**src/rtl/fetch_stage_ctrl.sv**
```systemverilog
// IF-stage controller: PC register, single-outstanding imem handshake, IF/ID register.
// Zero-wait memory gives one instruction per cycle; stalls park the fetched word in a hold buffer with Req dropped.
module fetch_stage_ctrl #(
   parameter logic [31:0] RESET_PC = 32'h0000_0000
) (
   input  logic        clk,
   input  logic        reset,
   input  logic        PC_Stall,
   input  logic        IF_ID_Stall,
   input  logic        IF_ID_Flush,
   input  logic        Redirect_Valid,
   input  logic [31:0] Redirect_PC,
   output logic        IMem_Req,
   output logic [31:0] IMem_Addr,
   input  logic        IMem_Ack,
   input  logic [31:0] IMem_Data,
   output logic [31:0] PC,
   output logic [31:0] IF_ID_Instr,
   output logic [31:0] IF_ID_PCPlus4,
   output logic        IF_ID_Valid
);

   typedef enum logic [1:0] {
      S_ISSUE = 2'd0,
      S_WAIT  = 2'd1,
      S_DROP  = 2'd2,
      S_HOLD  = 2'd3
   } state_t;

   state_t      r_state;
   logic [31:0] r_pc;
   logic [31:0] r_req_addr;
   logic [31:0] r_hold_instr;
   logic [31:0] r_hold_pc;
   logic [31:0] r_ifid_instr;
   logic [31:0] r_ifid_pcplus4;
   logic        r_ifid_valid;

   logic        w_stall;
   logic        w_redir;
   logic        w_i_valid;
   logic [31:0] w_i_instr;
   logic [31:0] w_i_pc;
   logic [31:0] w_i_pcplus4;
   logic [31:0] w_redir_pc;
   logic        w_deliver;

   assign w_stall     = PC_Stall | IF_ID_Stall;
   assign w_redir     = Redirect_Valid & ~PC_Stall;
   assign w_redir_pc  = Redirect_PC & 32'hFFFF_FFFC;
   assign w_i_pcplus4 = w_i_pc + 32'd4;

   always_comb begin
      w_i_valid = (r_state == S_HOLD) ||
                  (IMem_Ack && ((r_state == S_ISSUE) || (r_state == S_WAIT)));
      w_i_instr = (r_state == S_HOLD) ? r_hold_instr : IMem_Data;
      case (r_state)
         S_HOLD:  w_i_pc = r_hold_pc;
         S_ISSUE: w_i_pc = r_pc;
         default: w_i_pc = r_req_addr;
      endcase
      w_deliver = w_i_valid & ~w_redir & ~w_stall & ~IF_ID_Flush;
   end

   // Request address is the live PC only in ISSUE; afterwards it is frozen until the Ack.
   assign IMem_Req      = (r_state != S_HOLD);
   assign IMem_Addr     = (r_state == S_ISSUE) ? r_pc : r_req_addr;
   assign PC            = r_pc;
   assign IF_ID_Instr   = r_ifid_instr;
   assign IF_ID_PCPlus4 = r_ifid_pcplus4;
   assign IF_ID_Valid   = r_ifid_valid;

   always_ff @(posedge clk or posedge reset) begin
      if (reset) begin
         r_state      <= S_ISSUE;
         r_pc         <= RESET_PC;
         r_req_addr   <= RESET_PC;
         r_hold_instr <= 32'd0;
         r_hold_pc    <= 32'd0;
      end else if (w_i_valid) begin
         if (w_redir) begin
            r_pc    <= w_redir_pc;
            r_state <= S_ISSUE;
         end else if (w_stall || IF_ID_Flush) begin
            if (r_state != S_HOLD) begin
               r_hold_instr <= w_i_instr;
               r_hold_pc    <= w_i_pc;
            end
            r_state <= S_HOLD;
         end else begin
            r_pc    <= w_i_pcplus4;
            r_state <= S_ISSUE;
         end
      end else begin
         if (w_redir) begin
            r_pc <= w_redir_pc;
         end
         // A redirect with a request in flight must drain that response before reissuing.
         case (r_state)
            S_ISSUE: begin
               r_req_addr <= r_pc;
               r_state    <= w_redir ? S_DROP : S_WAIT;
            end
            S_WAIT: begin
               if (w_redir) begin
                  r_state <= S_DROP;
               end
            end
            S_DROP: begin
               if (IMem_Ack) begin
                  r_state <= S_ISSUE;
               end
            end
            default: begin
               r_state <= r_state;
            end
         endcase
      end
   end

   always_ff @(posedge clk or posedge reset) begin
      if (reset) begin
         r_ifid_instr   <= 32'd0;
         r_ifid_pcplus4 <= 32'd0;
         r_ifid_valid   <= 1'b0;
      end else if (IF_ID_Flush) begin
         r_ifid_instr   <= 32'd0;
         r_ifid_pcplus4 <= 32'd0;
         r_ifid_valid   <= 1'b0;
      end else if (IF_ID_Stall) begin
         r_ifid_instr   <= r_ifid_instr;
         r_ifid_pcplus4 <= r_ifid_pcplus4;
         r_ifid_valid   <= r_ifid_valid;
      end else if (w_deliver) begin
         r_ifid_instr   <= w_i_instr;
         r_ifid_pcplus4 <= w_i_pcplus4;
         r_ifid_valid   <= 1'b1;
      end else begin
         r_ifid_instr   <= 32'd0;
         r_ifid_pcplus4 <= 32'd0;
         r_ifid_valid   <= 1'b0;
      end
   end

endmodule

```
**config.mk**
```make
export PLATFORM = sky130hd
export DESIGN_NAME = fetch_stage_ctrl
export DESIGN_NICKNAME = d
export VERILOG_FILES = /design/src/rtl/fetch_stage_ctrl.sv
export SDC_FILE = /design/constraint.sdc
export NUM_CORES = 1
export LEC_CHECK = 0
export BUFFER_PORTS_ARGS = -buffer_cell sky130_fd_sc_hd__buf_2
export CAP_MARGIN = 25
export CELL_PAD_IN_SITES_DETAIL_PLACEMENT = 2
export CELL_PAD_IN_SITES_GLOBAL_PLACEMENT = 2
export CORE_MARGIN = 4
export CORE_UTILIZATION = 35
export CTS_BUF_LIST = sky130_fd_sc_hd__clkbuf_4 sky130_fd_sc_hd__clkbuf_8
export CTS_CLUSTER_DIAMETER = 150
export DETAILED_ROUTE_END_ITERATION = 16
export PLACE_DENSITY = 0.89
export SLEW_MARGIN = 20
export SYNTH_ARGS = -nofsm -noshare
export SYNTH_HDL_FRONTEND = slang
export SYNTH_SLANG_ARGS = --single-unit
```
**constraint.sdc**
```tcl
create_clock -name clk -period 12.55 [get_ports clk]
set_clock_uncertainty 0.15 [all_clocks]
set_input_delay 0 -clock clk [delete_from_list [all_inputs] [get_ports clk]]
set_output_delay 0 -clock clk [all_outputs]
set_load 0.1 [all_outputs]
```
# Yosys cells after proc, flatten, opt, wreduce, memory -nomap -nowiden
# Cells that the tools add are included.
# W data, S select, Z words.
[totals]
out_inout_bits = 130
wordCells = 59
ff_bits = 195
inputBits = 71
[op_classes]
bitwise_logic = 9
muxes = 23
addsub = 1
eq_ne = 8
reduce_logical = 10
[op_table]
columns = ["cell", "n"]
rows = [
  ["$mux W32", 12],
  ["$pmux W32 S2", 1],
  ["$add A32 B3 Y32 const B", 1],
  ["$mux W2", 6],
  ["$ne A3 B3 Y1 const B", 2],
  ["$pmux W2 S3", 1],
  ["$and A1 B1 Y1", 4],
  ["$eq A2 B2 Y1 const B", 2],
  ["$ne A2 B2 Y1 const B", 2],
  ["$not A1 Y1", 4],
  ["$reduce_and A4 Y1", 1],
  ["$reduce_bool A4 Y1", 1],
  ["$logic_or A1 B1 Y1", 3],
  ["$mux W1", 3],
  ["$reduce_and A3 Y1", 1],
  ["$eq A2 B1 Y1 const B", 1],
  ["$logic_not A2 Y1", 1],
  ["$ne A2 B1 Y1 const B", 1],
  ["$reduce_and A2 Y1", 1],
  ["$reduce_bool A2 Y1", 1],
  ["$logic_and A1 B1 Y1", 1],
  ["$or A1 B1 Y1", 1],
]

# Depth between registers and ports, before layout
# Gate-level depths: netlist (run 1).
[depth]
word_depth = 10
mapped_depth = 15
mapped_depth_nobuf = 11

# Least setup slack after synthesis (run 1)
# OpenSTA, ideal clock, no wires.
[synth_timing]
path_type = "register -> register"
start = "register r_state[0]"
end = "register r_hold_instr[0]"
path_slack_ns = 8.880
path_stages_with_launch = 10
path_buffers = 4
synth_period_minus_slack_ns = 3.670
t_required_ns = 12.275
arrival_ns = 3.395
setup_ns = 0.125
path_cell_list = "dfrtp_1 ha_1 buf_2 buf_4 clkbuf_1 inv_1 nand4_1 nor2_1 clkbuf_1 mux2_2"
[synth_between]
elab_cells_between_ends = 9
cone_classes = "eq/ne (3); mux (1); reduce/logical (5)"
[synth_lines]
columns = ["item", "line_no", "rtl"]
rows = [
  ["from (decl)", "30", "state_t r_state;"],
  ["from (signal assigned)", "102", "r_state <= w_redir ? S_DROP : S_WAIT;"],
  ["from (signal assigned)", "115", "r_state <= r_state;"],
  ["$ne A2 B2 Y1", "n/a", ""],
  ["named net IMem_Req", "13", "output logic IMem_Req,"],
  ["$reduce_and A4 Y1 (no source line)", "n/a", ""],
  ["to (signal assigned)", "86", "r_hold_instr <= w_i_instr;"],
  ["to (decl)", "33", "logic [31:0] r_hold_instr;"],
]
# The timed path passes the listed nets, and every way through them passes these cells.
# A chain may end at the register's enable or synchronous reset.

# Worst setup path in the final report (run 1)
[layout_timing]
start = "register r_state[1]"
end = "register r_pc[28], in the netlist PC[28]"
[layout_between]
elab_chain_len = 6
elab_cells_between_ends = 13
cone_classes = "add/sub (1); eq/ne (2); mux (4); reduce/logical (6)"
[layout_lines]
columns = ["item", "line_no", "rtl"]
rows = [
  ["$eq A2 B2 Y1, or another cell as far along", "54, 57", ""],
  ["$pmux W32 S2 or $logic_or A1 B1 Y1 (tied branches)", "57, 55", ""],
  ["$add A32 B3 Y32 or $logic_and A1 B1 Y1 (tied branches)", "51, 55", ""],
  ["$mux W32 or $logic_or A1 B1 Y1 (tied branches)", "84, 54", ""],
  ["$mux W32 or $reduce_bool A2 Y1 (tied branches)", "n/a", ""],
  ["$mux W32 or $reduce_and A2 Y1 (tied branches)", "n/a", ""],
  ["to (signal assigned)", "82", "r_pc <= w_redir_pc;"],
  ["to (signal assigned)", "91", "r_pc <= w_i_pcplus4;"],
  ["to (signal assigned)", "96", "r_pc <= w_redir_pc;"],
  ["to (decl)", "31", "logic [31:0] r_pc;"],
]
# Several ways; a longest one is shown, not always the timed one. The select of a mux whose other input is x is not followed.

==> flow_metrics.env, run 1 <==
export IMPL_fp_dieArea_sq_um=29390
export IMPL_critPathTopFamily="simple AND/OR/NAND/NOR gates"
export IMPL_drc=0
export IMPL_postCtsSetupRepairBufs=0
export IMPL_dr_wl_met3_microns=1037
export IMPL_combPwrFrac=0.621
export IMPL_setup_tns_ps=0
export IMPL_ys_async_sr_fraction=1.000
export IMPL_routed_top_layer="met4"
export IMPL_syn_inst=942
export IMPL_cap_violations=0
export IMPL_p_seq_frac=0.261
export IMPL_fin_crit_sh=0.4090
export IMPL_first_global_vias=9691
export IMPL_gp_congestion=0.7631
export IMPL_hp_start="Redirect_Valid"
export IMPL_synth_fa_ha_area_frac=0.008031
export IMPL_port_buffers=198
export IMPL_rsz0062_at_grt="no"
export IMPL_fin_nets=1259
export IMPL_maxSlewHeadroom=0.3507
export IMPL_final_max_slew_viol_count=0
export IMPL_dieWidth_microns=171.4
export IMPL_synth_xor_xnor_area_share=0.02436
export IMPL_ctsHoldBuffers=70
export IMPL_required_ps=12750
export IMPL_p_int_mw=1.580
export IMPL_ir_drop_mv=0.2373
export IMPL_crit_slowest_cell="or4b_1"
export IMPL_status="completed"
export IMPL_wl_per_cell_microns=24.19
export IMPL_synth_seq_area_share=0.5220
export IMPL_grt_max_degree=123
export IMPL_p_sw_frac=0.5768
export IMPL_path_class="flip-flop to flip-flop"
export IMPL_min_period_ps=5133
export IMPL_p_per_area_nw_per_um2=315.6
export IMPL_final_core_util=0.4527
export IMPL_synth_edf_count=0
export IMPL_clockRootBuffer="clkbuf_8"
export IMPL_synthesis_area_sq_um=9348
export IMPL_pin_count=201
export IMPL_yosys_area_top_type_share=0.5220
export IMPL_drive_gt1_frac=0.2879
export IMPL_area_delta_synth_final_pct=26.57
export IMPL_synth_compound_area_frac=0.1265
export IMPL_hold_path_class="input port to flip-flop"
export IMPL_synth_most_common_cell="nand2_1"
export IMPL_syn_nets=1019
export IMPL_first_iter_violations=505
export IMPL_htree_levels=4
export IMPL_rows=59
export IMPL_grt_overflow_total=0
export IMPL_hold_violations=0
export IMPL_clock_power_share=0.119
export IMPL_avgViaCountPerCell=5.505
export IMPL_clockBufferDepth=2
export IMPL_grt_use_total=0.2531
export IMPL_worst_slew_pin_slew_ps=970.7
export IMPL_fill_cells=2832
export IMPL_path_buf_inv=3
export IMPL_synth_top_cell_by_area="dfrtp_1"
export IMPL_design_area_sq_um=11830
export IMPL_clkTransAtPathRegs_ps=130
export IMPL_synth_mux_area_frac=0.1266
export IMPL_drt_wl_total_microns=37060
export IMPL_slowest_delay_ps=700
export IMPL_numCtsBuffers=17
export IMPL_critPathLaunch="r_state[1]$_DFFE_PP0P_"
export IMPL_synth_seq_cells=195
export IMPL_power_switching_mw=2.153
export IMPL_synth_main_ff_cell="dfrtp_1"
export IMPL_place_hpwl_microns=22840
export IMPL_start_util=0.3577
export IMPL_grt_pass1_wl_microns=57640
export IMPL_cts_tree="done"
export IMPL_dr_pass1_iters=6
export IMPL_synth_commonest_cells="nand2_1, dfrtp_1, o21ai_0"
export IMPL_avgSynthCellArea_sq_um=9.923
export IMPL_cts_resized=0
export IMPL_synth_top_family_by_area="simple AND/OR/NAND/NOR gates"
export IMPL_synth_simple_area_share=0.1604
export IMPL_dpl_cell_area_sq_um=10680
export IMPL_cp_cell_sequence="inv_1, ha_2, buf_4, a221oi_1, nor4_1, or4b_1, nor2_1, nand4b_1, xnor2_1, a21oi_1, dlygate4sd3_1"
export IMPL_chipHeight_microns=171.4
export IMPL_crit_arrival_ps=5330
export IMPL_path_max_fanout=50
export IMPL_yosys_top_cells_area="dfrtp_1, mux2_2, nand2_1"
export IMPL_setup_viol=0
export IMPL_yosys_warnings=0
export IMPL_leakagePower_nw=5.661
export IMPL_antenna_left=0
export IMPL_synth_cell_types=48
export IMPL_max_freq_mhz=194.8
export IMPL_drt_met1_wl_microns=14790
export IMPL_core_sq_um=26130
export IMPL_antenna_found_initial=1
export IMPL_reg2reg_from="r_state[1]$_DFFE_PP0P_"
export IMPL_cts_sinks=195
export IMPL_power_mw=3.733
export IMPL_critPathLaunchType="flip-flop"
export IMPL_vias=8433
export IMPL_clk_latency_ps=480
export IMPL_cp_end_kind="flip-flop"
export IMPL_wl_met2_microns=20120
## worst register-to-register path, stage by stage, from the launching register on
cell           delay [ps]
dfrtp_1               540
inv_1                 150
ha_2                  440
buf_4                 630
a221oi_1              240
nor4_1                550
or4b_1                700
nor2_1                390
nand4b_1              170
xnor2_1               350
a21oi_1               110
dlygate4sd3_1         590
## power groups by stage
| stage | logic (mW) | clock network [mW] | registers (mW) |
|---|---|---|---|
| 2_1_floorplan | 1.46 | 0 | 1.26 |
| 3_5_place_dp | 2.27 | 0 | 0.976 |
| 5_1_grt | 2.47 | 0.476 | 0.996 |
| 6_report | 2.32 | 0.443 | 0.973 |
| 3_3_place_gp | 2.18 | 0 | 0.952 |
| 4_1_cts | 2.31 | 0.446 | 0.964 |
## metrics by stage
stage / hold slack (ps) / setup WS (ps) / instances
after global routing: 43.80 / 7080 / 1531
after CTS: 0.3026 / 7511 / 1529
after floorplan: -33.48 / 7088 / 942
final: 43.36 / 7417 / 1532
after global placement: 52.69 / 8105 / 1425
after detailed placement: 58.90 / 8077 / 1427
## cells by family (layout without fill, tap and decap cells)
logic type / Yosys count / in the layout
compound gates: 199 / 199
xor+xnor: 26 / 26
fa+ha+maj: 6 / 6
buf+inv: 71 / 324
flops: 195 / 195
mux: 109 / 109
other cells: 0 / 2
simple gates: 336 / 336
## layer usage
layer / GRT usage / vias up
met3: 0.03654 / 59
met4: 0.07647 / 0
met1: 0.2955 / 4439
met5: 0 / -
met2: 0.4778 / 185
li1: - / 3750
## sequential cells by signal, indices dropped and copies added, names as in the netlist
| register | count |
|---|---|
| PC | 32 |
| r_hold_pc | 32 |
| r_hold_instr | 32 |
| IF_ID_PCPlus4 | 32 |
| r_state | 2 |
| r_req_addr | 32 |
| IF_ID_Instr | 32 |
| IF_ID_Valid | 1 |
## layout by cell type (no fill, tap or decap), types with 3 or more instances in the layout
cell / synthesis / routed
clkinv_8: 0 / 4
buf_2: 6 / 198
or2_2: 9 / 9
clkbuf_8: 0 / 17
nor3_1: 4 / 4
a221oi_1: 15 / 15
nor4_1: 10 / 10
nand2b_1: 3 / 3
nand3_1: 14 / 14
o21ai_0: 118 / 118
or3_1: 7 / 7
buf_4: 1 / 14
a21oi_1: 24 / 24
mux2i_1: 35 / 34
and3_1: 4 / 4
mux2_2: 74 / 74
o22ai_1: 6 / 6
dlygate4sd3_1: 0 / 70
inv_8: 0 / 7
dfrtp_1: 195 / 195
a21o_1: 6 / 6
a221o_1: 13 / 13
xor2_1: 12 / 12
xnor2_1: 14 / 14
inv_1: 7 / 6
nor2b_4: 1 / 3
nor2b_1: 15 / 13
nand4_1: 7 / 7
nor2_1: 37 / 35
nand2_1: 215 / 214
ha_1: 6 / 4
a22oi_1: 5 / 5
## cell type report
| class | instances | area [sq um] | share of cell area |
|---|---|---|---|
| Sequential cell | 195 | 4880 | 0.4124 |
| Multi-Input combinational cell | 676 | 4212 | 0.3560 |
| Timing Repair Buffer | 285 | 1867 | 0.1578 |
| Tap cell | 335 | 419.2 | 0.03543 |
| Clock buffer | 17 | 234.0 | 0.01978 |
| Clock inverter | 15 | 181.4 | 0.01533 |
| Inverter | 7 | 33.78 | 0.002855 |
| Antenna cell | 2 | 5.005 | 0.0004230 |
## worst paths after layout
path	slack, ps	endpoint	cells after the start
setup reg to reg	7420	PC[28]$_DFFE_PP0P_	11
hold / removal	40	PC[3]$_DFFE_PP0P_	4
min in group asynchronous	70	IF_ID_Instr[27]$_DFFE_PP0P_	3
setup / recovery	7420	PC[28]$_DFFE_PP0P_	11
max in group asynchronous	10920	r_req_addr[12]$_DFFE_PP0N_	5
hold reg to reg	340	IF_ID_PCPlus4[19]$_DFFE_PP0P_	1
(Power assumes the default switching activity.)
==> run 2, diff against run 1 <==
ABC_AREA = 1   (was default)
CORE_UTILIZATION = 33   (was 35)
PLACE_DENSITY = 0.9   (was 0.89)
clock period = 5.3 ns   (was 12.55 ns; I/O delays follow)
==> run 2 against run 1 <==
  * Via count up 21%
  * Fmax up 39%
  * Cell count up 26%
  * Sequential cell count unchanged
  * Synthesized area up 6.8%
  * Critical endpoint is now PC[14]$_DFFE_PP0P_
==> flow_metrics.env, run 2 <==
export IMPL_status="completed"
export IMPL_cp_end_kind="flip-flop"
export IMPL_path_common_cell="nand2_1"
export IMPL_hold_path_class="input port to flip-flop"
export IMPL_path_max_fanout=42
export IMPL_gp_congestion=0.8873
export IMPL_syn_nets=1375
export IMPL_cts_tree="done"
export IMPL_cap_violations=0
export IMPL_critPathTopFamily="simple AND/OR/NAND/NOR gates"
export IMPL_crit_slowest_cell="ha_2"
export IMPL_placedCellCount=1832
export IMPL_fill_cells=3421
export IMPL_first_global_vias=11620
export IMPL_regArea_sq_um=4880
export IMPL_postCtsSetupRepairBufs=0
export IMPL_drive_gt1_frac=0.1949
export IMPL_yosys_warnings=0
export IMPL_clkTransAtPathRegs_ps=110
export IMPL_core_sq_um=29720
export IMPL_numCtsBuffers=17
export IMPL_required_ps=5600
export IMPL_critPathLaunch="r_state[0]$_DFFE_PP0P_"
export IMPL_synth_most_common_cell="nand2_1"
export IMPL_antenna_left=0
export IMPL_max_freq_mhz=270.3
export IMPL_synth_cell_types=37
export IMPL_grt_pass1_wl_microns=68000
export IMPL_synth_edf_count=0
export IMPL_fin_crit_sh=0.6980
export IMPL_yosys_area_top_type_share=0.4887
export IMPL_multiInputGateArea_sq_um=4424
export IMPL_port_buffers=198
export IMPL_pin_count=201
export IMPL_avgSynthCellArea_sq_um=7.693
export IMPL_place_hpwl_microns=27730
export IMPL_reg2reg_from="r_state[0]$_DFFE_PP0P_"
export IMPL_hp_start="PC_Stall"
export IMPL_min_period_ps=3699
export IMPL_mostFrequentLayoutCells="nand2_1, buf_2, dfrtp_1"
export IMPL_drc=0
export IMPL_antenna_diode_count=0
export IMPL_clockBufferDepth=2
export IMPL_synth_main_ff_cell="dfrtp_1"
export IMPL_rsz0062_at_grt="no"
export IMPL_dpl_cell_area_sq_um=11250
export IMPL_ff2ff_setup_slack_ps=1600
export IMPL_synthesis_area_sq_um=9986
export IMPL_cts_sinks=195
export IMPL_synth_seq_cells=195
export IMPL_final_cells=1934
export IMPL_antenna_found_initial=0
export IMPL_grt_overflow_total=0
export IMPL_ys_async_sr_fraction=1.000
export IMPL_cts_resized=0
export IMPL_clockRootBuffer="clkbuf_8"
export IMPL_dr_pass1_iters=5
export IMPL_maxSlewHeadroom=0.3085
export IMPL_grt_use_total=0.2618
export IMPL_synth_commonest_cells="nand2_1, dfrtp_1, nor2_1"
export IMPL_cp_cell_sequence="inv_1, ha_2, nand2_1, nand2_1, nand2_1, nand2_2, ha_1, nand3_1, nor2_2, nand3_2, nor2_2, xor2_1, o21bai_1, inv_1"
export IMPL_htree_levels=4
export IMPL_critPathLaunchType="flip-flop"
export IMPL_synth_seq_area_share=0.4887
export IMPL_rows=63
export IMPL_wl_per_cell_microns=22.60
export IMPL_start_util=0.3360
export IMPL_clk_latency_ps=530
export IMPL_slowest_delay_ps=770
export IMPL_chipHeight_microns=182.0
export IMPL_design_area_sq_um=12330
export IMPL_final_common_cell="nand2_1"
export IMPL_yosys_top_cells_area="dfrtp_1, nand2_1, o21ai_0"
export IMPL_fin_nets=1608
export IMPL_synth_top_cell_by_area="dfrtp_1"
export IMPL_setup_tns_ps=0
export IMPL_final_max_slew_viol_count=0
export IMPL_vias=10170
export IMPL_syn_inst=1298
export IMPL_path_buf_inv=2
export IMPL_grt_max_degree=73
export IMPL_area_delta_synth_final_pct=23.46
export IMPL_first_iter_violations=510
export IMPL_setup_viol=0
export IMPL_hold_violations=0
export IMPL_avgViaCountPerCell=5.261
export IMPL_path_class="flip-flop to flip-flop"
export IMPL_dieWidth_microns=182.0
export IMPL_fp_dieArea_sq_um=33110
export IMPL_worst_slew_pin_slew_ps=1034
export IMPL_drt_wl_total_microns=43710
export IMPL_crit_arrival_ps=4000
export IMPL_final_core_util=0.4148
==> run 2: timing repair <==
action	CTS	global route
hold endpoints to repair	291	0
setup endpoints to repair	0	0
hold buffers	68	0
==> run 2: worst paths after layout <==
path / to / cells past startpoint
min in group asynchronous: IF_ID_PCPlus4[25]$_DFFE_PP0P_ / 4
setup reg to reg: PC[14]$_DFFE_PP0P_ / 14
hold reg to reg: IF_ID_PCPlus4[1]$_DFFE_PP0P_ / 2
hold / removal: r_state[1]$_DFFE_PP0P_ / 6
setup / recovery: PC[14]$_DFFE_PP0P_ / 14
max in group asynchronous: r_hold_pc[11]$_DFFE_PP0P_ / 5
==> run 2: area by class of cell <==
cell class              count  area share
clock buffers              17     0.01898
repair buffers            283      0.1488
clock inverters            15    0.009743
inverters                  91     0.02821
well taps                 390     0.03958
multi-input cells         943      0.3589
flip-flops and latches    195      0.3958
==> run 2: logic make-up after synthesis <==
kind of cell / share of synthesized area
AND/OR/NAND/NOR: 0.2894
AO/OA/AOI/OAI: 0.1304
flip-flops: 0.4887
buffers and inverters: 0.07079
XOR/XNOR: 0.01316
adder cells (fa/ha/maj): 0.007518
==> run 2: metal layers <==
metal / part of all wire / wire length, microns / track usage
met5: 0 / 0 / 0
met4: 0.029 / 1267 / 0.08556
met3: 0.043 / 1872 / 0.05008
met2: 0.52 / 22670 / 0.4808
met1: 0.41 / 17900 / 0.3059
==> run 2: metrics by stage <==
stage / worst slack, ps / hold slack [ps]
after global routing: 1302 / 145.5
after global placement: 1814 / -268.0
after CTS: 1642 / 61.51
final: 1601 / 92.59
after detailed placement: 1659 / -266.4
after floorplan: 1530 / 26.22
==> run 2: worst min-delay path, cell delays in order <==
cell and delay (ps):
buf_2 100, nor3_1 120, or2_4 290, o21ai_0 80
nand2_1 50, o21ai_0 70
Power of run 2 is not shown: default switching activity piles up to over one toggle a cycle in this logic, so the estimate is an artifact.
